<file path="src/rtl/vend_pkg.sv">
// rtl/vend_pkg.sv - shared session states, core state codes and product codes
package vend_pkg;

    typedef enum logic [2:0] {
        S_IDLE,
        S_START,
        S_SELECT,
        S_PAY,
        S_ABORT,
        S_DONE
    } sess_state_t;

    localparam logic [3:0] VM_IDLE   = 4'd0;
    localparam logic [3:0] VM_PSEL   = 4'd1;
    localparam logic [3:0] VM_PAY_LO = 4'd2;
    localparam logic [3:0] VM_PAY_HI = 4'd8;
    localparam logic [3:0] VM_DISP   = 4'd9;

    // Code 7 is deliberately unassigned; the core rejects it by returning to idle.
    localparam logic [2:0] PROD_WATER    = 3'd0;
    localparam logic [2:0] PROD_SODA     = 3'd1;
    localparam logic [2:0] PROD_SANDWICH = 3'd2;
    localparam logic [2:0] PROD_JUICE    = 3'd3;
    localparam logic [2:0] PROD_CHIPS    = 3'd4;
    localparam logic [2:0] PROD_CANDY    = 3'd5;
    localparam logic [2:0] PROD_COFFEE   = 3'd6;
    localparam logic [2:0] PROD_INVALID  = 3'd7;

    function automatic logic vm_awaiting_pay(input logic [3:0] s);
        return (s >= VM_PAY_LO) && (s <= VM_PAY_HI);
    endfunction

endpackage

</file>
<file path="src/rtl/rr_arbiter.sv">
// rtl/rr_arbiter.sv - combinational round-robin pick starting at a pointer
module rr_arbiter #(
    parameter int N_REQ = 4,
    parameter int PTR_W = $clog2(N_REQ)
) (
    input  logic [N_REQ-1:0] req,
    input  logic [PTR_W-1:0] ptr,
    input  logic             en,
    output logic [N_REQ-1:0] grant,
    output logic [PTR_W-1:0] winner,
    output logic             valid
);

    always_comb begin
        logic [PTR_W-1:0] k;
        k      = '0;
        grant  = '0;
        winner = '0;
        valid  = 1'b0;
        for (int i = 0; i < N_REQ; i++) begin
            k = PTR_W'((int'(ptr) + i) % N_REQ);
            if (en && !valid && req[k]) begin
                grant[k] = 1'b1;
                winner   = k;
                valid    = 1'b1;
            end
        end
    end

endmodule

</file>
<file path="src/rtl/vend_session_arbiter.sv">
// rtl/vend_session_arbiter.sv - shares one vending core among N_REQ panels, one session at a time
module vend_session_arbiter
    import vend_pkg::*;
#(
    parameter int N_REQ   = 4,
    parameter int TIMEOUT = 64
) (
    input  logic               clk,
    input  logic               reset,
    input  logic [N_REQ-1:0]   req,
    input  logic [3*N_REQ-1:0] req_product,
    input  logic [7*N_REQ-1:0] req_amount,
    input  logic [N_REQ-1:0]   req_online,
    input  logic [N_REQ-1:0]   req_cancel,
    output logic [N_REQ-1:0]   grant,
    output logic [N_REQ-1:0]   done,
    output logic               dispensed,
    output logic [7:0]         change_out,
    output logic               busy,
    output logic               vm_start,
    output logic               vm_cancel,
    output logic               vm_online,
    output logic [2:0]         vm_product,
    output logic [6:0]         vm_amount,
    input  logic [3:0]         vm_state,
    input  logic               vm_dispense,
    input  logic [7:0]         vm_change
);

    localparam int PW = $clog2(N_REQ);
    localparam int CW = $clog2(TIMEOUT);

    sess_state_t      state, state_next;
    logic [N_REQ-1:0] arb_grant;
    logic [PW-1:0]    arb_winner;
    logic             arb_valid;
    logic [PW-1:0]    ptr;
    logic [PW-1:0]    win_idx;
    logic [2:0]       lat_product;
    logic [6:0]       lat_amount;
    logic             lat_online;
    logic [CW-1:0]    pay_cnt;
    logic [7:0]       res_change;
    logic             res_disp;
    logic             take_grant;
    logic             cap_dispense;
    logic             cap_refund;
    logic             win_quit;
    logic [7:0]       refund_value;

    rr_arbiter #(.N_REQ(N_REQ), .PTR_W(PW)) u_rr_arbiter (
        .req    (req),
        .ptr    (ptr),
        .en     (state == S_IDLE),
        .grant  (arb_grant),
        .winner (arb_winner),
        .valid  (arb_valid)
    );

    assign win_quit     = req_cancel[win_idx] | ~req[win_idx];
    assign refund_value = lat_online ? 8'd0 : {1'b0, lat_amount};

    always_ff @(posedge clk or posedge reset) begin
        if (reset) begin
            state <= S_IDLE;
        end else begin
            state <= state_next;
        end
    end

    // Priority inside PAY: dispense beats cancel, which beats core-idle and timeout.
    always_comb begin
        state_next   = state;
        take_grant   = 1'b0;
        cap_dispense = 1'b0;
        cap_refund   = 1'b0;
        vm_start     = 1'b0;
        vm_cancel    = 1'b0;
        vm_online    = 1'b0;
        vm_product   = 3'd0;
        vm_amount    = 7'd0;
        case (state)
            S_IDLE: begin
                if (arb_valid) begin
                    take_grant = 1'b1;
                    state_next = S_START;
                end
            end
            S_START: begin
                vm_start = 1'b1;
                if (win_quit)
                    state_next = S_ABORT;
                else if (vm_state == VM_PSEL)
                    state_next = S_SELECT;
            end
            S_SELECT: begin
                vm_product = lat_product;
                if (win_quit) begin
                    state_next = S_ABORT;
                end else if (vm_awaiting_pay(vm_state)) begin
                    state_next = S_PAY;
                end else if (vm_state == VM_IDLE) begin
                    cap_refund = 1'b1;
                    state_next = S_DONE;
                end
            end
            S_PAY: begin
                vm_amount = lat_amount;
                vm_online = lat_online;
                if (vm_dispense) begin
                    cap_dispense = 1'b1;
                    state_next   = S_DONE;
                end else if (win_quit) begin
                    state_next = S_ABORT;
                end else if (vm_state == VM_IDLE) begin
                    cap_refund = 1'b1;
                    state_next = S_DONE;
                end else if (pay_cnt == CW'(TIMEOUT - 1)) begin
                    state_next = S_ABORT;
                end
            end
            S_ABORT: begin
                vm_cancel = 1'b1;
                if (vm_state == VM_IDLE) begin
                    cap_refund = 1'b1;
                    state_next = S_DONE;
                end
            end
            S_DONE: begin
                state_next = S_IDLE;
            end
            default: state_next = S_IDLE;
        endcase
    end

    always_ff @(posedge clk or posedge reset) begin
        if (reset) begin
            grant       <= '0;
            done        <= '0;
            dispensed   <= 1'b0;
            change_out  <= 8'd0;
            busy        <= 1'b0;
            ptr         <= '0;
            win_idx     <= '0;
            lat_product <= 3'd0;
            lat_amount  <= 7'd0;
            lat_online  <= 1'b0;
            pay_cnt     <= '0;
            res_change  <= 8'd0;
            res_disp    <= 1'b0;
        end else begin
            busy       <= (state_next != S_IDLE);
            done       <= '0;
            dispensed  <= 1'b0;
            change_out <= 8'd0;
            pay_cnt    <= (state == S_PAY) ? pay_cnt + 1'b1 : '0;
            if (take_grant) begin
                grant       <= arb_grant;
                win_idx     <= arb_winner;
                ptr         <= (arb_winner == PW'(N_REQ - 1)) ? '0 : arb_winner + 1'b1;
                lat_product <= req_product[3*int'(arb_winner) +: 3];
                lat_amount  <= req_amount[7*int'(arb_winner) +: 7];
                lat_online  <= req_online[arb_winner];
                res_change  <= 8'd0;
                res_disp    <= 1'b0;
            end
            if (cap_dispense) begin
                res_change <= vm_change;
                res_disp   <= 1'b1;
            end
            if (cap_refund) begin
                res_change <= refund_value;
                res_disp   <= 1'b0;
            end
            if (state == S_DONE) begin
                done       <= grant;
                dispensed  <= res_disp;
                change_out <= res_change;
                grant      <= '0;
            end
        end
    end

endmodule
</file>
<file path="config.mk">
export PLATFORM = sky130hd
export DESIGN_NAME = vend_session_arbiter
export DESIGN_NICKNAME = d
export VERILOG_FILES = /design/src/rtl/vend_pkg.sv /design/src/rtl/rr_arbiter.sv /design/src/rtl/vend_session_arbiter.sv
export SDC_FILE = /design/constraint.sdc
export NUM_CORES = 1
export LEC_CHECK = 0
export CAP_MARGIN = 0
export CORE_AREA = 2 2 83 93
export DETAILED_ROUTE_END_ITERATION = 10
export DIE_AREA = 0 0 85 95
export PLACE_DENSITY = 0.83
export SYNTH_ARGS = -nofsm -noshare
export SYNTH_HDL_FRONTEND = slang
export SYNTH_SLANG_ARGS = --single-unit
export TNS_END_PERCENT = 20
</file>
<file path="constraint.sdc">
create_clock -name clk -period 3.2 [get_ports clk]
set_input_delay 0.32 -clock clk [delete_from_list [all_inputs] [get_ports clk]]
set_output_delay 0.32 -clock clk [all_outputs]
set_load 0.005 [all_outputs]
</file>
Word-level counts from Yosys, hierarchy flattened
Cells that the tools add are included.

Register bits: 51.

Add/sub/neg operators: 5. $mul: 2. Magnitude comparators: 12. Eq/ne operators: 8. Shift operators: 2. Mux-type cells: 74. Bitwise logic cells: 5. Reductions and logical operators: 20.

Operators by type and width (count): 2-to-1 mux 3 bit (11); 2-to-1 mux 8 bit (4); 2-to-1 mux 1 bit (31); 2-to-1 mux 4 bit (7); variable part select 28 x 6 -> 7 bit (1); less-than comparator 2 x 3 -> 1 bit (second input constant) (6); case mux 3 bit (5 select lines) (1); binary-select mux 1 bit (select 2 bit) (7); 2-to-1 mux 7 bit (2); logical AND 1 bit (12); bitwise OR 4 bit (3); variable part select 12 x 5 -> 3 bit (1); 2-to-1 mux 2 bit (5); demux 1 bit (select 2 bit) (4); greater-or-equal comparator 2 x 1 -> 1 bit (second input constant) (4); adder 6 x 1 -> 6 bit (second input constant) (1); == test 3 x 2 -> 1 bit (second input constant) (2); == test 3 bit (second input constant) (2); == test 6 bit (second input constant) (1); 2-to-1 mux 6 bit (1); nonzero test 3 bit (2); multiplier 3 x 2 -> 5 bit (first input constant) (1); adder 2 x 1 -> 2 bit (second input constant) (2); adder 2 bit (second input constant) (2); 13 further kinds (15).

Logic depth before layout (Yosys ltp)
Word-level depth: 21. Mapped depth: 11. Gate-level depth less buffers: 8.

Cells and area by module
From an unflattened synthesis, not the netlist that was laid out.

Cell total of the unflattened synthesis: 276. Area total of the unflattened synthesis: 3069.2 um^2.

Modules (own cells, without submodules): vend_session_arbiter (times used 1, cells an instance 209, area each 2491.1 um^2); rr_arbiter (times used 1, cells an instance 67, area each 578.1 um^2).

Worst setup path before layout
No wires, ideal clock.

Path type: flip-flop to flip-flop. Start point: register ptr[0]. End point: register lat_amount[5]. Library setup time: 132 ps. Data arrival time: 2447 ps. Required time: 3068 ps. Path slack: 621 ps. Stages on the path, launching flop included: 11. Path buffers: 3. Cell sequence: dfrtp_1 > buf_6 > inv_1 > ha_1 > buf_2 > nand3b_1 > a211o_1 > o311a_1 > nor3_1 > buf_6 > a211oi_2.

Word-level cells in the longest chain between the ends: 18.

Ends and longest elaborated chain: start: declaration (RTL line vend_session_arbiter.sv:37) `logic [PW-1:0] ptr;`; start signal: assignment (RTL line vend_session_arbiter.sv:160) `ptr <= (arb_winner == PW'(N_REQ - 1)) ? '0 : arb_winner + 1'b1;`; binary-select mux 1 bit (select 2 bit) (RTL line rr_arbiter.sv:22) `if (en && !valid && req[k]) begin`; 2-to-1 mux 1 bit (not written as such) (RTL line rr_arbiter.sv:22); logical AND 1 bit (RTL line rr_arbiter.sv:22); 2-to-1 mux 1 bit (RTL line rr_arbiter.sv:22); logical NOT 1 bit (RTL line rr_arbiter.sv:22); logical AND 1 bit (2 in series) (RTL line rr_arbiter.sv:22); 2-to-1 mux 1 bit (RTL line rr_arbiter.sv:22); logical NOT 1 bit (RTL line rr_arbiter.sv:22); logical AND 1 bit (2 in series) (RTL line rr_arbiter.sv:22); 2-to-1 mux 1 bit (RTL line rr_arbiter.sv:22); logical NOT 1 bit (RTL line rr_arbiter.sv:22); logical AND 1 bit (2 in series) (RTL line rr_arbiter.sv:22); 2-to-1 mux 2 bit or 2-to-1 mux 1 bit (tied branches) (RTL line rr_arbiter.sv:22); multiplier 3 x 2 -> 5 bit or 2-to-1 mux 1 bit (tied branches) (RTL line vend_session_arbiter.sv:162, vend_session_arbiter.sv:84); variable part select 28 x 6 -> 7 bit or 2-to-1 mux 1 bit (tied branches) (RTL line vend_session_arbiter.sv:162, vend_session_arbiter.sv:82); end signal: assignment (RTL line vend_session_arbiter.sv:162) `lat_amount <= req_amount[7*int'(arb_winner) +: 7];`; end: declaration (RTL line vend_session_arbiter.sv:40) `logic [6:0] lat_amount;`.

Several ways; a longest one is shown, not always the timed one. The select of a mux whose other input is x is not followed. A chain may end at the register's enable or synchronous reset.

Worst setup path after layout
Ends and elaborated chain as after synthesis.

==> results.sh <==
export IMPL_initial_core_util=0.458
export IMPL_port_buffers=97
export IMPL_cp_end_kind="register"
export IMPL_ys_top_cells_by_area="dfrtp_1 (39%), a211oi_2 (7.2%), and3_1 (4.3%), ha_1 (3.4%), mux2i_1 (3.3%)"
export IMPL_r2r_end="lat_amount[5]"
export IMPL_netlist_instances=337
export IMPL_cts_resized=0
export IMPL_antenna_cells=0
export IMPL_cts_made_buffers=5
export IMPL_hp_start="res_change[3]"
export IMPL_finalSetupTns_ns=0
export IMPL_gp_congestion=0.868
export IMPL_async_flop_share=1.00
export IMPL_ir_drop_mv=0.538
export IMPL_io_pins=98
export IMPL_min_path_cells=1
export IMPL_outcome="completed"
export IMPL_worstHoldEndpoint="change_out[3]"
export IMPL_syn_to_final_growth_pct=35.5
export IMPL_drc_errors=0
export IMPL_relSlewSlack=0.311
export IMPL_layout_drive_gt1_share=0.132
export IMPL_power_density_nw_per_um2=685
export IMPL_cp_slowest_stage_delay_ns=0.53
export IMPL_dieHeight_microns=95
export IMPL_cts_tree="built"
export IMPL_grt_max_degree=52
export IMPL_clk_transition_reported_paths_ns=0.10
export IMPL_worstSetupPathType="register to register"
export IMPL_rsz0062_at_grt="no"
export IMPL_fmax_ghz=0.372
export IMPL_multiInputGateArea_sq_um=1840
export IMPL_cp_start_kind="register"
export IMPL_period_needed_ns=2.69
export IMPL_clock_latency_ns=0.31
export IMPL_maxUsedRoutingLayer="met4"
export IMPL_cts_sinks=51
export IMPL_cp_buffers_inverters=1
export IMPL_arrival_ns=2.88
export IMPL_rows=33
export IMPL_fin_cells=520
export IMPL_area_sequential_sq_um=1280
export IMPL_ys_warn_count=0
export IMPL_yosys_area_top_type="dfrtp_1"
export IMPL_htreeDepth=2
export IMPL_yosys_top_cells_count="dfrtp_1 (51), nor2_1 (28), and3_1 (23), nand2_1 (23), a211oi_2 (19)"
export IMPL_finalClockSkew_ns=0.00403
export IMPL_die_w_microns=85
export IMPL_syn_nets=413
export IMPL_crit_family="compound AO/OA/AOI/OAI gates"
export IMPL_met2_length_microns=4550
export IMPL_finalCritPeriodShare=0.839
export IMPL_postRouteAntennaNets=0
export IMPL_setup_violations=0
export IMPL_grt_pass1_wl_microns=14100
export IMPL_tightest_slew_ns=1.03
export IMPL_synth_edf_count=0
export IMPL_reg2reg_slack_ns=0.51
export IMPL_finish_net_count=508
export IMPL_vias=3019
export IMPL_power_leakage_nw=1.91
export IMPL_ys_seq_area_frac=0.385
export IMPL_coreArea_sq_um=7230
export IMPL_yosysUniqueCellTypes=55
export IMPL_holdBufCountCts=0
export IMPL_cp_slowest_cell="a31oi_4"
export IMPL_finalMaxSlewViolations=0
export IMPL_crit_path_max_fanout=15
export IMPL_grt_pass1_vias=2876
export IMPL_route_met3_wl_microns=437
export IMPL_first_pass_iters=6
export IMPL_post_cts_buffers=0
export IMPL_m1WireLength_microns=3550
export IMPL_root_buffer="clkbuf_8"
export IMPL_ys_seq_elements=51
export IMPL_worstRegToRegCells=8
export IMPL_wirelength_microns=8740
export IMPL_synth_area_per_cell_sq_um=9.82
export IMPL_drv_cap=0
export IMPL_synthFlopType="dfrtp_1"
export IMPL_cts_buffer_depth=2
export IMPL_mappedNetlistArea_sq_um=3310
export IMPL_netlist_area_leader_share=0.385
export IMPL_dpl_cell_count=512
export IMPL_wl_per_cell_microns=16.8
export IMPL_fill_cells=595
export IMPL_hold_viol_final=0
export IMPL_r2r_start="ptr[0]"
export IMPL_crit_required_ns=3.40
export IMPL_grt_usage=0.218
export IMPL_synth_most_common_cell="dfrtp_1"
export IMPL_antenna_found_initial=0
export IMPL_hp_class="register to register"
export IMPL_drtIter0Drc=153
export IMPL_grt_overflow=0
export IMPL_dieArea_sq_um=8080
export IMPL_hpwl_microns=6620
export IMPL_path_cells="inv_1, ha_1, nor2_1, nand3_1, a21o_1, a31oi_4, mux2i_1, a211oi_2"
export IMPL_viasPerCell=5.81
## power by group
group          switching (mW)  total (mW)  leakage, nW  internal [mW]
sequential              0.130       0.931        0.665          0.802
clock                   0.230       0.466       0.0548          0.236
combinational           0.932        1.68         1.19          0.745
total                    1.29        3.07         1.91           1.78
## how the worst max path moves through the flow
stage / start / endpoint / slack, ns / depth (start not counted)
2_1_floorplan: ptr[0] / lat_amount[5] / 0.62 / 10
4_1_cts: ptr[0] / lat_online / 0.54 / 8
5_1_grt: ptr[0] / lat_product[1] / 0.30 / 8
3_5_place_dp: req[1] / lat_online / 0.29 / 7
6_report: ptr[0] / lat_amount[5] / 0.51 / 8
3_3_place_gp: req[0] / res_change[0] / 0.39 / 7
## state kept, by name, summed over array words and instances (netlist names)
signal,flops
lat_product,3
grant,4
done,4
dispensed,1
state,3
res_disp,1
res_change,8
lat_online,1
change_out,8
pay_cnt,6
busy,1
ptr,2
lat_amount,7
win_idx,2
## placed cells by master, fill, tap and decap left out, drive strengths merged, types with 10 or more instances in the layout
master / n
nor2b: 10
and2: 15
a311oi: 12
mux2i: 11
dfrtp: 51
clkdlybuf4s50: 97
buf: 15
and3: 23
nand2: 23
nor2: 30
a211oi: 26
inv: 17
## worst register-to-register path, delay by kind of cell, from the launching register on
family | cells | cell delay, ns
buffers and inverters | 1 | 0.18
flip-flops | 1 | 0.39
adder cells (fa/ha/maj) | 1 | 0.43
multiplexers | 1 | 0.31
AO/OA/AOI/OAI | 3 | 0.95
AND/OR/NAND/NOR | 2 | 0.32
## routing by layer
metal  GRT usage  vias to the layer above
li1            -                     1437
met1       0.280                     1447
met2       0.377                      117
met3      0.0219                       18
met4      0.0860                        0
met5           0                        -
## cells by family (layout without fill, tap and decap cells)
logic type / after synthesis / after routing / share of synthesized area
simple gates: 136 / 136 / 0.223
fa+ha+maj: 9 / 9 / 0.0340
xor+xnor: 4 / 4 / 0.0106
buf+inv: 40 / 136 / 0.0597
compound gates: 82 / 82 / 0.230
flops: 51 / 51 / 0.385
mux: 15 / 15 / 0.0571
## stage by stage
| stage | power (mW) | instance area [sq um] | setup slack (ns) | hold slack, ns | utilization |
|---|---|---|---|---|---|
| floorplan | 2.15 | 3310 | 0.621 | 0.453 | - |
| global placement | 2.54 | 4370 | 0.391 | 0.470 | 0.605 |
| detailed placement | 2.59 | 4370 | 0.292 | 0.477 | 0.605 |
| CTS | 3.06 | 4490 | 0.539 | 0.499 | 0.621 |
| global route | 3.28 | 4490 | 0.298 | 0.525 | 0.621 |
| finish | 3.07 | 4490 | 0.514 | 0.496 | 0.621 |
## area by class of cell
cell class,instances,area share
multi-input combinational,246,0.411
clock buffer,5,0.0153
clock inverter,3,0.0103
sequential,51,0.285
tap,87,0.0243
inverter,16,0.0134
timing repair buffer,112,0.242
(Power assumes the default switching activity.)
